## config.mk

```make
export PLATFORM = sky130hd
export DESIGN_NAME = hazard_ctrl
export DESIGN_NICKNAME = d
export VERILOG_FILES = /design/src/rtl/hazard_ctrl_pkg.sv /design/src/rtl/hazard_detect.sv /design/src/rtl/hazard_ctrl.sv
export SDC_FILE = /design/constraint.sdc
export NUM_CORES = 1
export LEC_CHECK = 0
export ABC_AREA = 0
export BUFFER_PORTS_ARGS = -buffer_cell sky130_fd_sc_hd__buf_2
export CORE_AREA = 5 5 60 62
export CTS_CLUSTER_DIAMETER = 40
export DETAILED_ROUTE_END_ITERATION = 10
export DIE_AREA = 0 0 65 67
export GPL_TIMING_DRIVEN = 0
export PLACE_DENSITY = 0.61
export SYNTH_ARGS = -nofsm -noshare
export SYNTH_HDL_FRONTEND = slang
export SYNTH_SLANG_ARGS = --single-unit
```

## constraint.sdc

```tcl
create_clock -name clk -period 3.6 [get_ports clk]
set_clock_uncertainty 0.05 [all_clocks]
set_input_delay 0.18 -clock clk [delete_from_list [all_inputs] [get_ports clk]]
set_output_delay 0.18 -clock clk [all_outputs]
set_load 0.01 [all_outputs]
```

## src/rtl/hazard_ctrl_pkg.sv

```systemverilog
// hazard_ctrl_pkg: shared state encodings and widths for the pipeline hazard controller
package hazard_ctrl_pkg;
   localparam int RegAddrSize = 5;
   localparam int CtrlStateW  = 2;
   typedef enum logic [CtrlStateW-1:0] {
      HzRun       = 2'd0,
      HzLoadStall = 2'd1,
      HzMemWait   = 2'd2,
      HzErr       = 2'd3
   } hz_state_e;
endpackage

```

## src/rtl/hazard_detect.sv

```systemverilog
// hazard_detect: load-use comparator between the IF_DC sources and the DC_ALU load destination
module hazard_detect
   import hazard_ctrl_pkg::*;
(
   input  logic [RegAddrSize-1:0] rs1_addr,
   input  logic [RegAddrSize-1:0] rs2_addr,
   input  logic                   rs1_used,
   input  logic                   rs2_used,
   input  logic [RegAddrSize-1:0] rd_addr,
   input  logic                   is_load,
   output logic                   hazard
);
   // x0 is never a real dependency, so it cannot create a hazard
   always_comb
      hazard = is_load && rd_addr != '0 &&
               ((rs1_used && rs1_addr == rd_addr) || (rs2_used && rs2_addr == rd_addr));
endmodule

```

## src/rtl/hazard_ctrl.sv

```systemverilog
// hazard_ctrl: stall/bubble/flush sequencer for load-use, branch and memory-wait hazards; HAZARD_PERF_EN adds perf counters
module hazard_ctrl
   import hazard_ctrl_pkg::*;
#(
   parameter int LOAD_USE_BUBBLES = 1,
   parameter int MEM_TIMEOUT      = 255,
   parameter int CNT_W            = 8
) (
   input  logic                   clk,
   input  logic                   rst,
   input  logic [RegAddrSize-1:0] dc_rs1_addr,
   input  logic [RegAddrSize-1:0] dc_rs2_addr,
   input  logic                   dc_rs1_used,
   input  logic                   dc_rs2_used,
   input  logic [RegAddrSize-1:0] alu_rd_addr,
   input  logic                   alu_is_load,
   input  logic                   branch_taken,
   input  logic                   mem_req,
   input  logic                   mem_ready,
   output logic                   pc_stall,
   output logic                   if_dc_stall,
   output logic                   dc_alu_bubble,
   output logic                   if_dc_flush,
   output logic                   dc_alu_flush,
   output logic                   alu_mem_stall,
   output logic                   mem_wb_bubble,
   output logic                   mem_err,
   output logic [CtrlStateW-1:0]  ctrl_state
`ifdef HAZARD_PERF_EN
   ,
   output logic [31:0]            perf_stall_cycles,
   output logic [31:0]            perf_flushes
`endif
);
   hz_state_e        state, state_n;
   logic [CNT_W-1:0] cnt, cnt_n, cnt_inc;
   logic             err_n, hazard, memwait, frz, ld, fl;

   hazard_detect u_detect (
      .rs1_addr (dc_rs1_addr),
      .rs2_addr (dc_rs2_addr),
      .rs1_used (dc_rs1_used),
      .rs2_used (dc_rs2_used),
      .rd_addr  (alu_rd_addr),
      .is_load  (alu_is_load),
      .hazard   (hazard)
   );

   assign memwait    = mem_req && !mem_ready;
   assign cnt_inc    = (cnt == {CNT_W{1'b1}}) ? cnt : cnt + 1'b1;
   assign ctrl_state = state;

   // next state, counter and the three response classes (freeze, load bubble, flush); all quiet while in reset
   always_comb begin
      state_n = state;
      cnt_n   = cnt;
      err_n   = mem_err;
      frz     = 1'b0;
      ld      = 1'b0;
      fl      = 1'b0;
      if (!rst) begin
         case (state)
            HzRun: begin
               if (memwait) begin
                  frz     = 1'b1;
                  cnt_n   = CNT_W'(1);
                  state_n = HzMemWait;
               end else if (branch_taken) begin
                  fl = 1'b1;
               end else if (hazard) begin
                  ld = 1'b1;
                  if (LOAD_USE_BUBBLES > 1) begin
                     cnt_n   = CNT_W'(1);
                     state_n = HzLoadStall;
                  end
               end
            end
            HzLoadStall: begin
               if (memwait) begin
                  frz     = 1'b1;
                  cnt_n   = CNT_W'(1);
                  state_n = HzMemWait;
               end else begin
                  ld = 1'b1;
                  if (cnt == CNT_W'(LOAD_USE_BUBBLES - 1)) begin
                     cnt_n   = '0;
                     state_n = HzRun;
                  end else begin
                     cnt_n = cnt_inc;
                  end
               end
            end
            HzMemWait: begin
               frz = 1'b1;
               if (mem_ready) begin
                  cnt_n   = '0;
                  state_n = HzRun;
               end else if (cnt == CNT_W'(MEM_TIMEOUT)) begin
                  err_n   = 1'b1;
                  state_n = HzErr;
               end else begin
                  cnt_n = cnt_inc;
               end
            end
            HzErr: frz = 1'b1;
         endcase
      end
   end

   assign pc_stall      = frz | ld;
   assign if_dc_stall   = frz | ld;
   assign dc_alu_bubble = ld;
   assign if_dc_flush   = fl;
   assign dc_alu_flush  = fl;
   assign alu_mem_stall = frz;
   assign mem_wb_bubble = frz;

   // state, counter and sticky timeout flag
   always_ff @(posedge clk or posedge rst) begin
      if (rst) begin
         state   <= HzRun;
         cnt     <= '0;
         mem_err <= 1'b0;
      end else begin
         state   <= state_n;
         cnt     <= cnt_n;
         mem_err <= err_n;
      end
   end

`ifdef HAZARD_PERF_EN
   // saturating counts of stalled and flushed cycles
   always_ff @(posedge clk or posedge rst) begin
      if (rst) begin
         perf_stall_cycles <= '0;
         perf_flushes      <= '0;
      end else begin
         if (pc_stall && !(&perf_stall_cycles)) perf_stall_cycles <= perf_stall_cycles + 32'd1;
         if (if_dc_flush && !(&perf_flushes)) perf_flushes <= perf_flushes + 32'd1;
      end
   end
`endif
endmodule

```

# Word level (Yosys, flattened, before mapping)

Cells that the tools add are included.

Bits in registers: 11
Input port bits: 23
Output and inout bits: 10
Logic and storage cells: 59

Add/subtract/negate cells: 1
Eq/ne operators: 10
Muxes and demuxes: 26
Bitwise gates (word level): 3
Reduce and logical (&&, ||, !) cells: 16

Operators by type and width:

| kind                | number |
|---|---|
| $mux 8              | 6 |
| $pmux 8 s3          | 1 |
| $mux 1              | 11 |
| $eq 5x5->1          | 2 |
| $mux 2              | 5 |
| $ne 3x3->1 const B  | 3 |
| $add 8x1->8 const B | 1 |
| $eq 8x8->1 const B  | 1 |
| $logic_not 8->1     | 1 |
| $reduce_and 4->1    | 2 |
| $pmux 2 s3          | 1 |
| $logic_and 1x1->1   | 5 |
| $reduce_and 5->1    | 1 |
| $reduce_bool 5->1   | 1 |
| $eq 2x2->1 const B  | 2 |
| $pmux 1 s2          | 2 |
| $reduce_or 2->1     | 2 |
| $reduce_bool 3->1   | 1 |
| $eq 2x1->1 const B  | 1 |
| $logic_not 2->1     | 1 |
| $ne 2x2->1 const B  | 1 |
| $not 1->1           | 2 |
| $logic_not 1->1     | 1 |
| $logic_or 1x1->1    | 1 |
| $or 1x1->1          | 1 |

# Logic depth before layout (Yosys ltp)

Gate-level depths: netlist of run 1.

Word-level depth: 10
Mapped depth: 8
Gate-level depth less buffers: 7

# Cells and area by module

From an unflattened synthesis of run 1, not the netlist that was laid out.

Cell total of the unflattened synthesis: 118
Area total of the unflattened synthesis: 1034.7 um2

By module, submodules not included:

| module        | instances | cells each | area an instance (um2) | sequential area each (um2) |
|---|---|---|---|---|
| hazard_ctrl   | 1         | 101        | 900.9                  | 275.3 |
| hazard_detect | 1         | 17         | 133.9                  | 0.0 |

# Least setup slack after synthesis of run 1

No wires, ideal clock.

Path kind: reg-to-reg
From: reg state[0] (netlist: ctrl_state[0])
To: reg cnt[6]
Library setup time: 0.125 ns
Arrival time: 1.698 ns
Data required time: 3.425 ns
Setup slack: 1.727 ns
Cell stages (with the launch flop): 9
Buffers on the path: 1
Period minus slack after synthesis: 1.873 ns
Cells stage by stage: dfrtp_1 -> inv_1 -> ha_1 -> nor2b_1 -> nand4_2 -> and2_4 -> buf_6 -> a41oi_1 -> a21oi_1

Word-level cells in the longest chain between the ends: 3
Elaborated cells between the ends (all ways): 8
Those cells by class: eq/ne (4); mux (1); reduce/logical (3)

Ends and longest elaborated chain:

| item                                               | line               | text |
|---|---|---|
| from (decl)                                        | hazard_ctrl.sv:35  | `hz_state_e state, state_n;` |
| from (signal assigned)                             | hazard_ctrl.sv:121 | `state <= HzRun;` |
| from (signal assigned)                             | hazard_ctrl.sv:125 | `state <= state_n;` |
| $eq 2x2->1, or another cell as far along           | hazard_ctrl.sv:62  | `case (state)` |
| $ne 3x3->1 (no line), or another cell as far along | -                  |  |
| $reduce_and 4->1 (no line)                         | -                  |  |
| to (signal assigned)                               | hazard_ctrl.sv:126 | `cnt <= cnt_n;` |
| to (decl)                                          | hazard_ctrl.sv:36  | `logic [CNT_W-1:0] cnt, cnt_n, cnt_inc;` |

Several ways; a longest one is shown, not always the timed one.
A chain may end at the register's enable or synchronous reset.

# Worst setup path in the final report of run 1

Ends and elaborated chain as after synthesis.

==> impl_results.rst, run 1 <==
.. list-table::
   :header-rows: 1

   * - Metric
     - Value
   * - Final Setup Violations
     - 0
   * - Slew at the pin closest to its max-slew limit
     - 0.4567 ns
   * - I/O pin count
     - 33
   * - Post-detailed-route via-to-cell ratio
     - 5.177
   * - Fin nets
     - 178
   * - Setup repair bufs after CTS
     - 0
   * - Number of antenna repair diodes
     - 0
   * - Required time at the worst-slack endpoint
     - 3.72 ns
   * - Syn avg cell area
     - 9.006 um^2
   * - Clock slew seen by the registers of the worst setup and hold paths
     - 0.07 ns
   * - Number of antenna violations at the first check in global routing
     - 0
   * - Synthesized netlist net count
     - 140
   * - Most frequent standard cell in the layout excluding fill and tap cells
     - sky130_fd_sc_hd__buf_2
   * - Total routed wire length on the met1 layer
     - 1165 um
   * - Register area share after synthesis
     - 0.2753
   * - Worst hold path class
     - in -> reg
   * - Setup repair after global routing missed its margin
     - no
   * - Post-synth EDFFs
     - 0
   * - Most used cells in the layout excluding fill and tap cells
     - sky130_fd_sc_hd__buf_2 (32), sky130_fd_sc_hd__nand2_1 (11), sky130_fd_sc_hd__dfrtp_1 (11)
   * - Data arrival time at the worst-slack endpoint
     - 2.18 ns
   * - Post-route DRC violation count
     - 0
   * - Total via count in the routed design
     - 937
   * - Core Box Area
     - 2978 um^2
   * - Max incr delay on CP
     - 0.41 ns
   * - Max Root-Sink Buffers
     - 2
   * - DR top layer
     - met4
   * - Top flip-flop cell by instance count after synthesis
     - sky130_fd_sc_hd__dfrtp_1
   * - Wire length per cell
     - 14.06 um
   * - Reported leakage power
     - 0.6007 nW
   * - Crit Path Class
     - reg -> reg
   * - Placed inst area
     - 1201 um^2
   * - Count of clock tree sinks
     - 11
   * - Number of DRC markers after the initial detailed-route iteration
     - 22
   * - Slowest cell on the critical path
     - sky130_fd_sc_hd__dfrtp_1
   * - Final Instance Area
     - 1237 um^2
   * - Max Fanout on Critical Path
     - 8
   * - Die Span X
     - 65 um
   * - Root buf cell
     - sky130_fd_sc_hd__clkbuf_4
   * - Area enclosed by the die boundary
     - 4355 um^2
   * - Final RePlAce weighted congestion
     - 0.8223
   * - Die Ht
     - 67 um
   * - Final ANT Viol Nets
     - 0
   * - Final Critical Period
     - 2.059 ns
   * - Headroom to the max-slew limit
     - 0.6912
   * - Share of final-layout standard cells stronger than drive strength 1
     - 0.3649
   * - Overall fraction of global-route tracks in use
     - 0.1286
   * - Crit path capture type
     - flip-flop
   * - Critical path cell sequence
     - inv_1 > ha_1 > nor2b_1 > nand4_2 > and2_4 > buf_6 > a41oi_1 > a21oi_1
   * - Synthesized instance count
     - 111
   * - Worst reg2reg setup slack
     - 1.54 ns
   * - Power density over the cells
     - 428.7 nW/um^2
   * - Number of distinct library cells after synthesis
     - 40
   * - Yosys Warn Count
     - 0
   * - Synth Register Bits
     - 11
   * - Sum of net half-perimeters after detailed placement
     - 2056 um
   * - Met3 wire length
     - 81 um
   * - Global-route wire length before repair
     - 4326 um
   * - Final global-route overflow total
     - 0
   * - TritonCTS buffer count
     - 3
   * - Result of the run
     - completed
   * - Setup crit start kind
     - flip-flop
   * - Total length of routed met2 wires
     - 1260 um
   * - Vias in the first global route
     - 965
   * - Area growth from synthesis to layout
     - 23.78%
   * - Worst-skew pair later-pin latency
     - 0.28 ns
   * - Hold Vio Cnt, Final
     - 0
   * - Number of max-slew violations in the final report
     - 0
   * - Total of max-cap violations
     - 0
   * - Async set-or-reset flop fraction in the synthesized netlist
     - 1.000
   * - Tcrit/Tclk final
     - 0.5718
   * - Starting density of the core
     - 0.3357
   * - Detailed-router iteration count before antenna repair
     - 4
   * - Achievable Freq
     - 485.8 MHz
   * - Fillers
     - 308
   * - Syn Std Cell Area
     - 999.7 um^2
   * - IO Port Bufs
     - 32
   * - Maximum number of pins on one net before global-route repair
     - 12
   * - Wirelength, routed
     - 2544 um
   * - Setup TNS after final layout
     - 0 ns
   * - CTS tree
     - built
   * - H-tree levels
     - 1
   * - Std-Cell Rows
     - 20
   * - Peak supply drop
     - 0.2801 mV
[cells in the mapped netlist, drive strengths merged, types with 2 or more instances]
library cell,number,area (um^2)
a211o,2,18.77
a211oi,2,27.53
a21oi,8,51.30
a41oi,2,17.52
and2,2,17.52
and3,3,20.02
buf,5,45.04
dfrtp,11,275.3
ha,6,75.07
inv,8,30.03
nand2,11,41.29
nand3,8,45.04
nand3b,2,15.01
nand4b,3,26.28
nor2,8,30.03
nor2b,2,12.51
nor4,2,12.51
o21ai,2,10.01
xnor2,2,17.52
xor2,8,70.07
[final timing paths]
path / start / cells past startpoint / endpoint
max in group asynchronous: rst / 3 / cnt[0]
hold reg to reg: mem_err / 1 / mem_err
setup reg to reg: ctrl_state[0] / 8 / cnt[6]
hold / removal: mem_ready / 4 / mem_err
min in group asynchronous: rst / 3 / cnt[7]
setup / recovery: ctrl_state[0] / 8 / cnt[6]
[cells by family after synthesis]
kind of cell,Yosys count,share of synthesized area
buf+inv,13,0.07509
flops,11,0.2753
compound gates,24,0.2090
xor+xnor,10,0.08762
fa+ha+maj,6,0.07509
simple gates,47,0.2778
[stage by stage]
step | worst slack, ns | instances | utilization | hold slack (ns) | power, W
4_1_cts | 1.526 | 181 | 0.4155 | 0.3034 | 0.0005316
6_report | 1.541 | 181 | 0.4155 | 0.2995 | 0.0005305
3_5_place_dp | 1.550 | 176 | 0.4034 | 0.2101 | 0.0004421
5_1_grt | 1.391 | 181 | 0.4155 | 0.3537 | 0.0005734
2_1_floorplan | 1.727 | 111 | - | -0.01756 | 0.0003590
3_3_place_gp | 1.573 | 176 | 0.4034 | 0.2073 | 0.0004339
[per-layer routing]
metal / GRT usage / up-vias
met5: 0 / -
li1: - / 473
met1: 0.1633 / 444
met4: 0.05277 / 0
met2: 0.2133 / 16
met3: 0.02361 / 4
[what timing repair did]
item,CTS,global route
resized for setup,0,0
setup endpoints to repair,0,0
endpoints found under the hold margin,11,0
hold buffers,1,0
[flip-flops by register name, summed over array words and instances, names as in the netlist]
name / cells
cnt: 8
ctrl_state: 2
mem_err: 1
[critical path, delay by kind of cell (launching register included)]
family                     cells  cell delay [ns]
and+or+nand+nor                3             0.82
buffers and inverters          2             0.24
DFF                            1             0.41
AOI/OAI and AO/OA              2             0.26
adders and majority gates      1             0.17
[report_power, final]
part | switching [W] | internal [W] | total [W] | leakage [nW]
clock network | 0.0000467 | 0.0000431 | 0.0000898 | 0.0150
registers | 0.0000276 | 0.000142 | 0.000170 | 0.148
logic | 0.000146 | 0.000125 | 0.000271 | 0.438
[cell type report]
type,instances,area [um^2],share of cell area
multi-input combinational,87,649.4,0.5248
sequential,11,275.3,0.2224
timing repair buffer,33,170.2,0.1375
buffer,5,45.04,0.03640
tap,33,41.29,0.03337
inverter,8,30.03,0.02427
clock buffer,4,26.28,0.02123
No activity file was read; power rests on OpenSTA's default activity.
==> run 2: changes to the inputs <==
Settings changed: PLACE_DENSITY 0.61 to 0.63.
Clock period 3.6 ns to 1.68 ns, I/O delays scaled along.
==> run 2 against run 1 <==
The flow now finishes with violations (negative setup slack). Combinational power rose to 4.0 times the previous value. Clock power up 120%. Count of clock-buffer cells in the layout down 1. Worst setup slack worse by 1.7 ns. Critical path depth unchanged. Non-clock buffer count up 25. Worst hold slack worse by 0.28 ns. Maximum frequency up 15%. Sequential share of layout area down 5.3 points. Global-route usage up 1.5 points. Largest cell class unchanged. Largest power group unchanged.
==> impl_results.rst, run 2 (synthesis gave the netlist of run 1 again) <==
.. list-table::
   :header-rows: 1

   * - Metric
     - Value
   * - Final Instance Area
     - 1639 um^2
   * - Clock slew seen by the registers of the worst setup and hold paths
     - 0.08 ns
   * - Failing checks
     - negative setup slack
   * - Post-Route Hold Slack
     - 0.01872 ns
   * - Max reg flops
     - 8
   * - Number of antenna repair diodes
     - 0
   * - Sum of net half-perimeters after detailed placement
     - 1948 um
   * - Final setup margin
     - -0.1179 ns
   * - Core Box Area
     - 2978 um^2
   * - Post-layout utilization of the core
     - 0.5504
   * - Wirelength, routed
     - 3220 um
   * - Hold Vio Cnt, Final
     - 0
   * - Final RePlAce weighted congestion
     - 0.8087
   * - Area enclosed by the die boundary
     - 4355 um^2
   * - Post-route DRC violation count
     - 0
   * - IO Port Bufs
     - 32
   * - Worst hold path class
     - in -> reg
   * - Total via count in the routed design
     - 1077
   * - Final Critical Period
     - 1.798 ns
   * - Reported leakage power
     - 0.7632 nW
   * - Global-route wire length before repair
     - 4940 um
   * - Number of antenna violations at the first check in global routing
     - 0
   * - Std-Cell Rows
     - 20
   * - Max Root-Sink Buffers
     - 2
   * - Vias in the first global route
     - 1029
   * - Setup repair after global routing missed its margin
     - yes
   * - Required time at the worst-slack endpoint
     - 1.86 ns
   * - Tcrit/Tclk final
     - 1.070
   * - CTS tree
     - built
   * - Most used cells in the layout excluding fill and tap cells
     - sky130_fd_sc_hd__buf_2 (30), sky130_fd_sc_hd__buf_4 (24), sky130_fd_sc_hd__dfrtp_1 (9)
   * - Detailed-router iteration count before antenna repair
     - 4
   * - Achievable Freq
     - 556.2 MHz
   * - Max Fanout on Critical Path
     - 6
   * - Die Span X
     - 65 um
   * - Root buf cell
     - sky130_fd_sc_hd__clkbuf_4
   * - Final Setup Violations
     - 11
   * - Final ANT Viol Nets
     - 0
   * - Number of max-slew violations in the final report
     - 0
   * - Die Ht
     - 67 um
   * - Area growth from synthesis to layout
     - 63.95%
   * - Number of DRC markers after the initial detailed-route iteration
     - 73
   * - Crit path capture type
     - flip-flop
   * - Headroom to the max-slew limit
     - 0.6927
   * - Setup crit start kind
     - flip-flop
   * - Peak supply drop
     - 0.5934 mV
   * - Placed inst area
     - 1244 um^2
   * - Result of the run
     - finished with violations
   * - Overall fraction of global-route tracks in use
     - 0.1437
   * - Data arrival time at the worst-slack endpoint
     - 1.97 ns
   * - Worst-skew pair later-pin latency
     - 0.29 ns
   * - Largest reg by FF count
     - cnt
   * - Maximum number of pins on one net before global-route repair
     - 12
   * - Share of final-layout standard cells stronger than drive strength 1
     - 0.6069
   * - Total of max-cap violations
     - 0
   * - Slew at the pin closest to its max-slew limit
     - 0.4604 ns
   * - Fillers
     - 268
   * - Crit Path Class
     - reg -> reg
   * - Post-detailed-route via-to-cell ratio
     - 5.228
   * - Final global-route overflow total
     - 0
   * - Most frequent standard cell in the layout excluding fill and tap cells
     - sky130_fd_sc_hd__buf_2
   * - Count of clock tree sinks
     - 11
   * - Wire length per cell
     - 15.63 um
   * - Fin nets
     - 203
   * - H-tree levels
     - 1
   * - TritonCTS buffer count
     - 3
   * - Starting density of the core
     - 0.3357
   * - Power density over the cells
     - 994.5 nW/um^2
   * - I/O pin count
     - 33
==> run 2: routing by layer <==
layer,GRT usage,routed length (um)
met1,0.1756,1408
met2,0.2567,1629
met3,0.04047,169
met4,0.01583,12
met5,0,0
==> run 2: report_power, final <==
group          switching (W)  internal, W
combinational       0.000490     0.000586
clock               0.000110    0.0000886
sequential         0.0000465     0.000309
==> run 2: worst paths after layout <==
path / from / endpoint / slack (ns) / cells past startpoint
min: rst / mem_err / 0.02 / 2
max: cnt[1] / cnt[0] / -0.12 / 8
min in group asynchronous: rst / mem_err / 0.36 / 3
min reg2reg: mem_err / mem_err / 0.43 / 1
max in group asynchronous: rst / cnt[0] / 0.87 / 3
max reg2reg: cnt[1] / cnt[0] / -0.12 / 8
==> run 2: timing repair <==
action | 4_1_cts | 5_1_grt
setup buffers | 21 | 7
setup endpoints to repair | 12 | 15
gates resized for setup | 26 | 12
pin swaps | 16 | 10
endpoints found under the hold margin | 11 | 0
hold buffers | 1 | 0
cloned | 0 | 0
==> run 2: area by class of cell <==
class | count | area (um^2) | share of cell area
Buffer | 2 | 15.01 | 0.009160
Clock buffer | 3 | 22.52 | 0.01374
Clock inverter | 1 | 5.005 | 0.003053
Inverter | 8 | 30.03 | 0.01832
Multi-Input combinational cell | 87 | 832.0 | 0.5076
Sequential cell | 11 | 277.8 | 0.1695
Tap cell | 33 | 41.29 | 0.02519
Timing Repair Buffer | 61 | 415.4 | 0.2534
==> run 2: per-stage QoR <==
step | cells | setup WS (ns) | total power [W] | TNS, ns
2_1_floorplan | 111 | -0.02043 | 0.0008004 | -0.04985
3_3_place_gp | 176 | -0.1829 | 0.0009601 | -1.257
3_5_place_dp | 176 | -0.2199 | 0.0009689 | -1.493
4_1_cts | 201 | -0.1103 | 0.001514 | -0.6691
5_1_grt | 206 | -0.1909 | 0.001740 | -1.828
6_report | 206 | -0.1179 | 0.001630 | -0.8458
==> run 2: worst max-delay path, stage by stage (launching register included) <==
cell                       delay [ns]
sky130_fd_sc_hd__dfrtp_1         0.40
sky130_fd_sc_hd__buf_4           0.13
sky130_fd_sc_hd__buf_6           0.08
sky130_fd_sc_hd__ha_4            0.11
sky130_fd_sc_hd__and3_4          0.23
sky130_fd_sc_hd__nand3_4         0.14
sky130_fd_sc_hd__and2_4          0.21
sky130_fd_sc_hd__a221oi_2        0.22
sky130_fd_sc_hd__o22a_2          0.15
